<file path="config.mk">
export PLATFORM = sky130hd
export DESIGN_NAME = nsdp_beat_compare
export DESIGN_NICKNAME = d
export VERILOG_FILES = /design/src/rtl/nsdp_checker_pkg.sv /design/src/rtl/nsdp_beat_compare.sv
export SDC_FILE = /design/constraint.sdc
export NUM_CORES = 1
export LEC_CHECK = 0
export BUFFER_PORTS_ARGS = -buffer_cell sky130_fd_sc_hd__buf_2
export CAP_MARGIN = 40
export CELL_PAD_IN_SITES_DETAIL_PLACEMENT = 1
export CELL_PAD_IN_SITES_GLOBAL_PLACEMENT = 2
export CORE_AREA = 2 2 243 245
export DETAILED_ROUTE_END_ITERATION = 8
export DIE_AREA = 0 0 245 247
export PLACE_DENSITY_LB_ADDON = 0.05
export SLEW_MARGIN = 5
export SYNTH_ARGS = -nofsm -noshare
export SYNTH_HDL_FRONTEND = slang
export SYNTH_SLANG_ARGS = --single-unit
</file>
<file path="constraint.sdc">
create_clock -name vclk -period 2.5
set_clock_uncertainty 0.1 [all_clocks]
set_input_delay 0.5 -clock vclk [all_inputs]
set_output_delay 0.5 -clock vclk [all_outputs]
set_load 0.02 [all_outputs]
</file>
<file path="src/rtl/nsdp_checker_pkg.sv">
// ============================================================================
// Module : nsdp_checker_pkg
// Brief  : Shared error-bit indices, state encoding and defaults for the
//          NSDP per-channel packet checker.
// Rev    : 1.0 - initial release
// ============================================================================
`default_nettype none

package nsdp_checker_pkg;

  localparam int ERR_WIDTH       = 9;
  localparam int ERR_SHORT       = 0;
  localparam int ERR_LONG        = 1;
  localparam int ERR_BAD_FDATA   = 2;
  localparam int ERR_BAD_PAYLOAD = 3;
  localparam int ERR_BAD_MAGIC   = 4;
  localparam int ERR_BAD_TKEEP   = 5;
  localparam int ERR_LINK_DROP   = 6;

  localparam logic [31:0] MAGIC_DEFAULT = 32'h4E534450;

  typedef enum logic [1:0] {
    HEADER  = 2'd0,
    PAYLOAD = 2'd1,
    ERROR   = 2'd2
  } state_t;

endpackage

`default_nettype wire

</file>
<file path="src/rtl/nsdp_beat_compare.sv">
// ============================================================================
// Module : nsdp_beat_compare
// Brief  : Combinational per-beat word/magic/keep comparison producing the
//          data-dependent subset of the error flags.
// Rev    : 1.0 - initial release
// ============================================================================
`default_nettype none

module nsdp_beat_compare
  import nsdp_checker_pkg::*;
#(
  parameter logic [31:0] MAGIC = MAGIC_DEFAULT
) (
  input  logic [511:0]          i_tdata,
  input  logic [63:0]           i_tkeep,
  input  logic [31:0]           i_ref,
  input  logic                  i_is_header,
  input  logic                  i_check_fdata,
  output logic [ERR_WIDTH-1:0]  o_flags
);

  logic [15:0] w_word_ne;

  for (genvar k = 0; k < 16; k++) begin : g_word
    assign w_word_ne[k] = (i_tdata[32*k +: 32] != i_ref);
  end

  // Header beats only check word 0 (fdata) and word 1 (magic); payload beats check every word.
  always_comb begin
    o_flags                  = '0;
    o_flags[ERR_BAD_FDATA]   = i_is_header & i_check_fdata & w_word_ne[0];
    o_flags[ERR_BAD_PAYLOAD] = ~i_is_header & (|w_word_ne);
    o_flags[ERR_BAD_MAGIC]   = i_is_header & (i_tdata[63:32] != MAGIC);
    o_flags[ERR_BAD_TKEEP]   = (i_tkeep != {64{1'b1}});
  end

endmodule

`default_nettype wire

</file>
==> Word level (Yosys, flattened, before mapping) <==
Index checks and enable logic that the tools add are counted.
Widths: inputs -> output; s select.
{ "totals": {"ff_bits": 0, "in_bits": 610} }
{ "op_classes": {"eq_ne": 18, "bitwise_logic": 5, "n_reduce_logical": 1} }
{ "op_table": {"columns": ["operator", "count"], "rows": [
  ["$ne 32x32->1", 16],
  ["$ne 64x64->1 const B", 1],
  ["$ne 32x31->1 const B", 1],
  ["$reduce_or 16->1", 1],
  ["$and 1x1->1", 4],
  ["$not 1->1", 1]
]} }

==> Logic depth before layout (Yosys ltp) <==
Gate-level depths: netlist of the first run.
{ "logic_depth": {"word_depth": 3, "mapped_depth": 8} }

==> Worst setup path after synthesis of the first run <==
Ideal clock, no wire load.
{ "synth_path": {"path_type": "input port to output port", "start": "input port i_ref[18]", "end": "output port o_flags[3]", "arrival_time_ns": 2.168, "t_required_ns": 1.900, "path_slack_ns": -0.268, "cell_stages": 6, "path_buffers": 0, "path_cell_list": "or4_1 -> nor3_2 -> o22ai_1 -> or4_1 -> nor4_1 -> a41oi_1"} }
{ "synth_between": {"elab_chain_len": 3, "elab_cells_between_ends": 18, "cone_classes": "eq/ne: 16; bitwise: 1; reduce/logical: 1"} }
{ "synth_rtl": {"columns": ["item", "line", "source"], "rows": [
  ["start, declared", "nsdp_beat_compare.sv:16", "input logic [31:0] i_ref,"],
  ["$ne 32x32->1", "nsdp_beat_compare.sv:25", "assign w_word_ne[k] = (i_tdata[32*k +: 32] != i_ref);"],
  ["$reduce_or 16->1 (*)", "nsdp_beat_compare.sv:32", "o_flags[ERR_BAD_PAYLOAD] = ~i_is_header & (|w_word_ne);"],
  ["$and 1x1->1 (*)", "nsdp_beat_compare.sv:32", null],
  ["end, declared", "nsdp_beat_compare.sv:19", "output logic [ERR_WIDTH-1:0] o_flags"]
]} }
Mark *: on every way between the ends. The rest lies on a longest branch, timed or not.

==> Final worst setup path of the first run <==
{ "layout_path": {"start": "input port i_ref[22]", "end": "output port o_flags[3]"} }
Same word-level chain as after synthesis.

==> impl_metrics.env, run 1 <==
export IMPL_power_frac_comb_pct=100.0
export IMPL_crit_type="input port to primary output"
export IMPL_p_leak_uw=0.00514
export IMPL_rsz0062_at_grt="true"
export IMPL_ys_warn_count=0
export IMPL_place_area_sq_mm=0.0102
export IMPL_worstPathArrival_ps=2570
export IMPL_ir_worst_vdd_uv=62.8
export IMPL_die_y_microns=247
export IMPL_num_rows=89
export IMPL_final_common_cell="buf_2"
export IMPL_max_freq_mhz=316
export IMPL_start_kind="input port"
export IMPL_grt_max_degree=17
export IMPL_power_density_mw_per_mm2=152
export IMPL_setup_slack_ps=-668
export IMPL_synth_top_family_by_area="simple AND/OR/NAND/NOR gates"
export IMPL_cp_num_buf_inv=4
export IMPL_vias=8802
export IMPL_initial_utilization_pct=8.30
export IMPL_layout_common_cells="buf_2, xnor2_1, buf_4"
export IMPL_hold_viol=0
export IMPL_grt_pass1_wl_microns=75400
export IMPL_layout_cells_non_filler=2246
export IMPL_clock_buffer_count=0
export IMPL_period_minus_slack_ps=3170
export IMPL_synthXorXnorAreaFrac_pct=33.2
export IMPL_dr_pass1_iters=4
export IMPL_seq_cell_count=0
export IMPL_dp_cells=2217
export IMPL_yosys_area_share_adder_pct=0
export IMPL_worst_path_max_fanout=8
export IMPL_cts_hold_buf=0
export IMPL_finalMaxSlewViolations=0
export IMPL_power_share_clock_pct=0
export IMPL_crit_chain="buf_4 -> or4_1 -> o21ai_1 -> buf_4 -> nand4_1 -> nor4_4 -> buf_4 -> a41oi_4 -> buf_6"
export IMPL_drv_cap=0
export IMPL_cpMostUsedCell="buf_4"
export IMPL_hpwl_microns=53000
export IMPL_via_per_inst=3.92
export IMPL_worst_pin_slew_ps=564
export IMPL_postSynthCellCount=725
export IMPL_wirelength_microns=57700
export IMPL_drt_first_iter_violations=229
export IMPL_crit_family="simple AND/OR/NAND/NOR gates"
export IMPL_synth_avg_cell_area_sq_um=6.67
export IMPL_finalNetCount=2066
export IMPL_min_delay_start="i_check_fdata"
export IMPL_core_sq_mm=0.0582
export IMPL_maxSlewHeadroom_pct=62.4
export IMPL_switchingPower_uw=789
export IMPL_drt_antenna_violating_nets=0
export IMPL_fin_crit_sh_pct=127
export IMPL_place_congestion=0.757
export IMPL_hp_class="input port to primary output"
export IMPL_yosys_area_share_simple_pct=51.2
export IMPL_ioPinCount=619
export IMPL_worst_setup_path_end_kind="primary output"
export IMPL_holdPathStages=4
export IMPL_grt_usage_pct=18.1
export IMPL_synth_compound_area_share_pct=10.2
export IMPL_antenna_found_initial=38
export IMPL_dieWidth_microns=245
export IMPL_drt_wirelength_per_cell_microns=25.7
export IMPL_first_global_vias=9532
export IMPL_io_buffers=614
export IMPL_violations="setup timing"
export IMPL_cp_required_ps=1900
export IMPL_hold_end="o_flags[2]"
export IMPL_regArea_sq_um=0
export IMPL_p_int_uw=888
export IMPL_switching_share_pct=47.1
export IMPL_slowest_delay_ps=520
export IMPL_yosysSeqAreaShare_pct=0
export IMPL_setup_viol=1
export IMPL_status="complete, but fails checks"
export IMPL_fin_area_sq_mm=0.0110
export IMPL_drc=0
export IMPL_slowest_stage="or4_1"
export IMPL_nFillCells=7118
export IMPL_drive_gt1_share_pct=57.5
export IMPL_p_seq_share_pct=0
export IMPL_design_die_area_sq_mm=0.0605
export IMPL_synthMuxAreaShare_pct=1.04
export IMPL_syn_cell_area_sq_mm=0.00483
export IMPL_area_delta_synth_final_pct=128
export IMPL_gr_total_overflow=0
export IMPL_synth_cell_types=33
-- synth_stat cells, drive strengths merged, types with 2 or more instances --
| master | number | area, sq um |
|---|---|---|
| o21ai | 17 | 85.1 |
| buf | 28 | 143 |
| nand4 | 76 | 475 |
| nor4 | 38 | 238 |
| and3 | 106 | 663 |
| or4 | 28 | 210 |
| xor2 | 35 | 307 |
| clkbuf | 18 | 67.6 |
| mux2i | 5 | 50.1 |
| nor3 | 93 | 470 |
| or3 | 16 | 100 |
| a221oi | 6 | 52.6 |
| nor4b | 3 | 26.3 |
| nand2 | 4 | 15.0 |
| o22ai | 46 | 288 |
| a21oi | 2 | 10.0 |
| nand3 | 36 | 180 |
| nor4bb | 3 | 30.0 |
| and4 | 5 | 43.8 |
| xnor2 | 148 | 1300 |
| nor2 | 3 | 11.3 |
-- timing repair --
| item | in CTS | in global routing |
|---|---|---|
| gates cloned | 1 | 0 |
| setup endpoints to repair | 2 | 2 |
| setup buffers | 5 | 6 |
| gates resized for setup | 102 | 28 |
| pin swaps | 44 | 17 |
| endpoints found under the hold margin | 0 | 0 |
-- kinds of logic (layout without fill, tap and decap cells) --
logic type             count (synthesis)  after routing
AO/OA/AOI/OAI                         78             78
XOR/XNOR                             183            183
multiplexers                           5              5
other                                  1             24
AND/OR/NAND/NOR                      412            412
buffers and inverters                 46            771
-- worst min-delay path, cell delays in order --
cell and delay, ps:
buf_2 100, nand2_1 90, a21oi_2 50, buf_6 130
-- cell type report --
| cell class | count | area, sq um | area share (%) |
|---|---|---|---|
| antenna | 19 | 47.5 | 0.432 |
| multi-input combinational | 683 | 5190 | 47.1 |
| tap | 773 | 967 | 8.78 |
| timing repair buffer | 771 | 4810 | 43.7 |
-- through the flow --
stage,TNS [ps],setup WS [ps],power [uW],util (%),hold slack [ps]
2_1_floorplan,-94.0,-94.0,529,-,944
3_3_place_gp,-1560,-1360,1590,17.5,1280
3_5_place_dp,-1410,-1240,1600,17.5,1290
4_1_cts,-819,-753,1690,18.5,1270
5_1_grt,-872,-806,1830,18.9,1290
6_report,-668,-668,1680,18.9,1270
-- worst max path at each step --
stage	from	to	cells after the start	slack, ps
5_1_grt	i_ref[14]	o_flags[3]	10	-810
3_5_place_dp	i_ref[11]	o_flags[3]	10	-1240
2_1_floorplan	i_ref[18]	o_flags[3]	6	-90
3_3_place_gp	i_ref[11]	o_flags[3]	10	-1360
6_report	i_ref[22]	o_flags[3]	9	-670
4_1_cts	i_tdata[355]	o_flags[3]	8	-750
-- power groups by stage --
| stage | clock, uW | combinational [uW] | sequential, uW |
|---|---|---|---|
| CTS | 0 | 1690 | 0 |
| finish | 0.000997 | 1680 | 0 |
| global route | 0.000643 | 1830 | 0 |
| global placement | 0 | 1590 | 0 |
| detailed placement | 0 | 1600 | 0 |
| floorplan | 0 | 529 | 0 |
-- layer usage --
metal  track usage [%]  vias up  share of wire [%]
li1                  -     4344                  -
met1              20.0     4105                 38
met2              35.7      275                 55
met3              3.77       48                5.2
met4              2.24       30                1.1
met5                 0        -               0.35
No activity file was read; power rests on OpenSTA's default activity.
==> run 2, diff against run 1 <==
--- a/config.mk
+++ b/config.mk
@@ -12,6 +12,7 @@
 export CORE_AREA = 2 2 243 245
 export DETAILED_ROUTE_END_ITERATION = 8
 export DIE_AREA = 0 0 245 247
+export MAX_ROUTING_LAYER = met4
 export PLACE_DENSITY_LB_ADDON = 0.05
 export SLEW_MARGIN = 5
 export SYNTH_ARGS = -nofsm -noshare
==> constraint.sdc (replaced) <==
create_clock -name vclk -period 2.5
set_clock_uncertainty 0.1 [all_clocks]
set_input_delay 0.5 -clock vclk [all_inputs]
set_output_delay 0.5 -clock vclk [all_outputs]
set_load 0.005 [all_outputs]
==> impl_metrics.env, run 2 (synthesis gave the netlist of run 1 again) <==
export IMPL_violations="setup timing"
export IMPL_dp_cells=2235
export IMPL_grt_max_degree=15
export IMPL_die_y_microns=247
export IMPL_min_delay_start="i_check_fdata"
export IMPL_antenna_found_initial=29
export IMPL_max_freq_mhz=297
export IMPL_place_congestion=0.761
export IMPL_hpwl_microns=52600
export IMPL_num_rows=89
export IMPL_dr_pass1_iters=4
export IMPL_worst_path_max_fanout=5
export IMPL_layout_common_cells="buf_2, buf_4, xnor2_1"
export IMPL_setup_viol=1
export IMPL_regArea_sq_um=0
export IMPL_worstPathArrival_ps=2770
export IMPL_ioPinCount=619
export IMPL_io_buffers=614
export IMPL_drt_antenna_violating_nets=0
export IMPL_vias=8691
export IMPL_drc=0
export IMPL_drt_first_iter_violations=158
export IMPL_status="complete, but fails checks"
export IMPL_switchingPower_uw=745
export IMPL_drv_cap=0
export IMPL_hold_end="o_flags[2]"
export IMPL_p_leak_uw=0.00489
export IMPL_crit_type="input port to primary output"
export IMPL_power_uw=1590
export IMPL_area_delta_synth_final_pct=120
export IMPL_initial_utilization_pct=8.30
export IMPL_finalMaxSlewViolations=0
export IMPL_hp_class="input port to primary output"
export IMPL_grt_pass1_wl_microns=74400
export IMPL_p_int_uw=842
export IMPL_layout_cells_non_filler=2266
export IMPL_hold_viol=0
export IMPL_fin_crit_sh_pct=135
export IMPL_holdPathStages=4
export IMPL_start_kind="input port"
export IMPL_holdWs_ps=1230
export IMPL_gr_total_overflow=0
export IMPL_p_seq_share_pct=0
export IMPL_nFillCells=7168
export IMPL_grt_usage_pct=18.2
export IMPL_design_die_area_sq_mm=0.0605
export IMPL_setup_slack_ps=-865
export IMPL_rsz0062_at_grt="true"
export IMPL_period_minus_slack_ps=3370
export IMPL_seq_cell_count=0
export IMPL_final_common_cell="buf_2"
export IMPL_clock_buffer_count=0
export IMPL_power_density_mw_per_mm2=149
export IMPL_drt_wirelength_per_cell_microns=24.8
export IMPL_power_frac_comb_pct=100.0
export IMPL_core_sq_mm=0.0582
export IMPL_wirelength_microns=56200
export IMPL_multiInputGateArea_sq_mm=0.00491
export IMPL_ir_worst_vdd_uv=39.7
export IMPL_drive_gt1_share_pct=55.5
export IMPL_via_per_inst=3.84
export IMPL_dieWidth_microns=245
export IMPL_power_share_clock_pct=0
export IMPL_worst_setup_path_end_kind="primary output"
export IMPL_cp_required_ps=1900
export IMPL_switching_share_pct=46.9
export IMPL_first_global_vias=9647
export IMPL_finalNetCount=2074
==> run 2: power by group through the flow <==
stage	clock network (uW)	registers (uW)	logic (uW)
2_1_floorplan	0	0	506
4_1_cts	0	0	1620
5_1_grt	0.00139	0	1750
3_5_place_dp	0	0	1580
6_report	0.00154	0	1590
3_3_place_gp	0	0	1570
==> run 2: how the worst max path moves through the flow <==
| stage | startpoint | to | slack [ps] | depth (start not counted) |
|---|---|---|---|---|
| final | i_ref[28] | o_flags[3] | -870 | 9 |
| after global routing | i_ref[31] | o_flags[3] | -910 | 11 |
| after CTS | i_ref[28] | o_flags[3] | -930 | 9 |
| after detailed placement | i_ref[12] | o_flags[3] | -1390 | 10 |
| after global placement | i_ref[9] | o_flags[3] | -1610 | 10 |
| after floorplan | i_ref[18] | o_flags[3] | -60 | 6 |
==> run 2: cell type report <==
| class | count | share of cell area [%] |
|---|---|---|
| Antenna cell | 31 | 0.730 |
| Multi-Input combinational cell | 683 | 46.2 |
| Tap cell | 773 | 9.10 |
| Timing Repair Buffer | 779 | 43.9 |
==> run 2: critical path, cell delays in order <==
cell,delay (ps)
buf_2,170
buf_4,180
or4_1,510
mux2i_1,160
and4_1,240
nand4_1,220
nor4_4,360
a41oi_2,230
buf_2,190
==> run 2: metrics by stage <==
| stage | setup WS (ps) | setup TNS [ps] | utilization [%] | instance area, sq um |
|---|---|---|---|---|
| detailed placement | -1390 | -1610 | 17.6 | 10200 |
| finish | -865 | -865 | 18.2 | 10600 |
| global route | -906 | -992 | 18.2 | 10600 |
| CTS | -932 | -932 | 17.9 | 10400 |
| global placement | -1610 | -1730 | 17.5 | 10200 |
| floorplan | -58.4 | -58.4 | - | 4860 |
==> run 2: timing repair <==
item / 4_1_cts / 5_1_grt
hold endpoints to repair: 0 / 0
buffers inserted: 0 / 1
endpoints found under the setup margin: 3 / 2
resized for setup: 33 / 27
hold buffers: 0 / 0
pin swaps: 7 / 13
==> run 2: per-layer routing <==
layer	global-route usage [%]	part of all wire (%)	wire length [microns]	vias to the layer above
li1	-	-	-	4382
met3	4.07	6.0	3350	8
met2	34.8	54	30300	258
met5	-	0	0	-
met1	20.2	40	22400	4043
met4	0.520	0.28	159	0
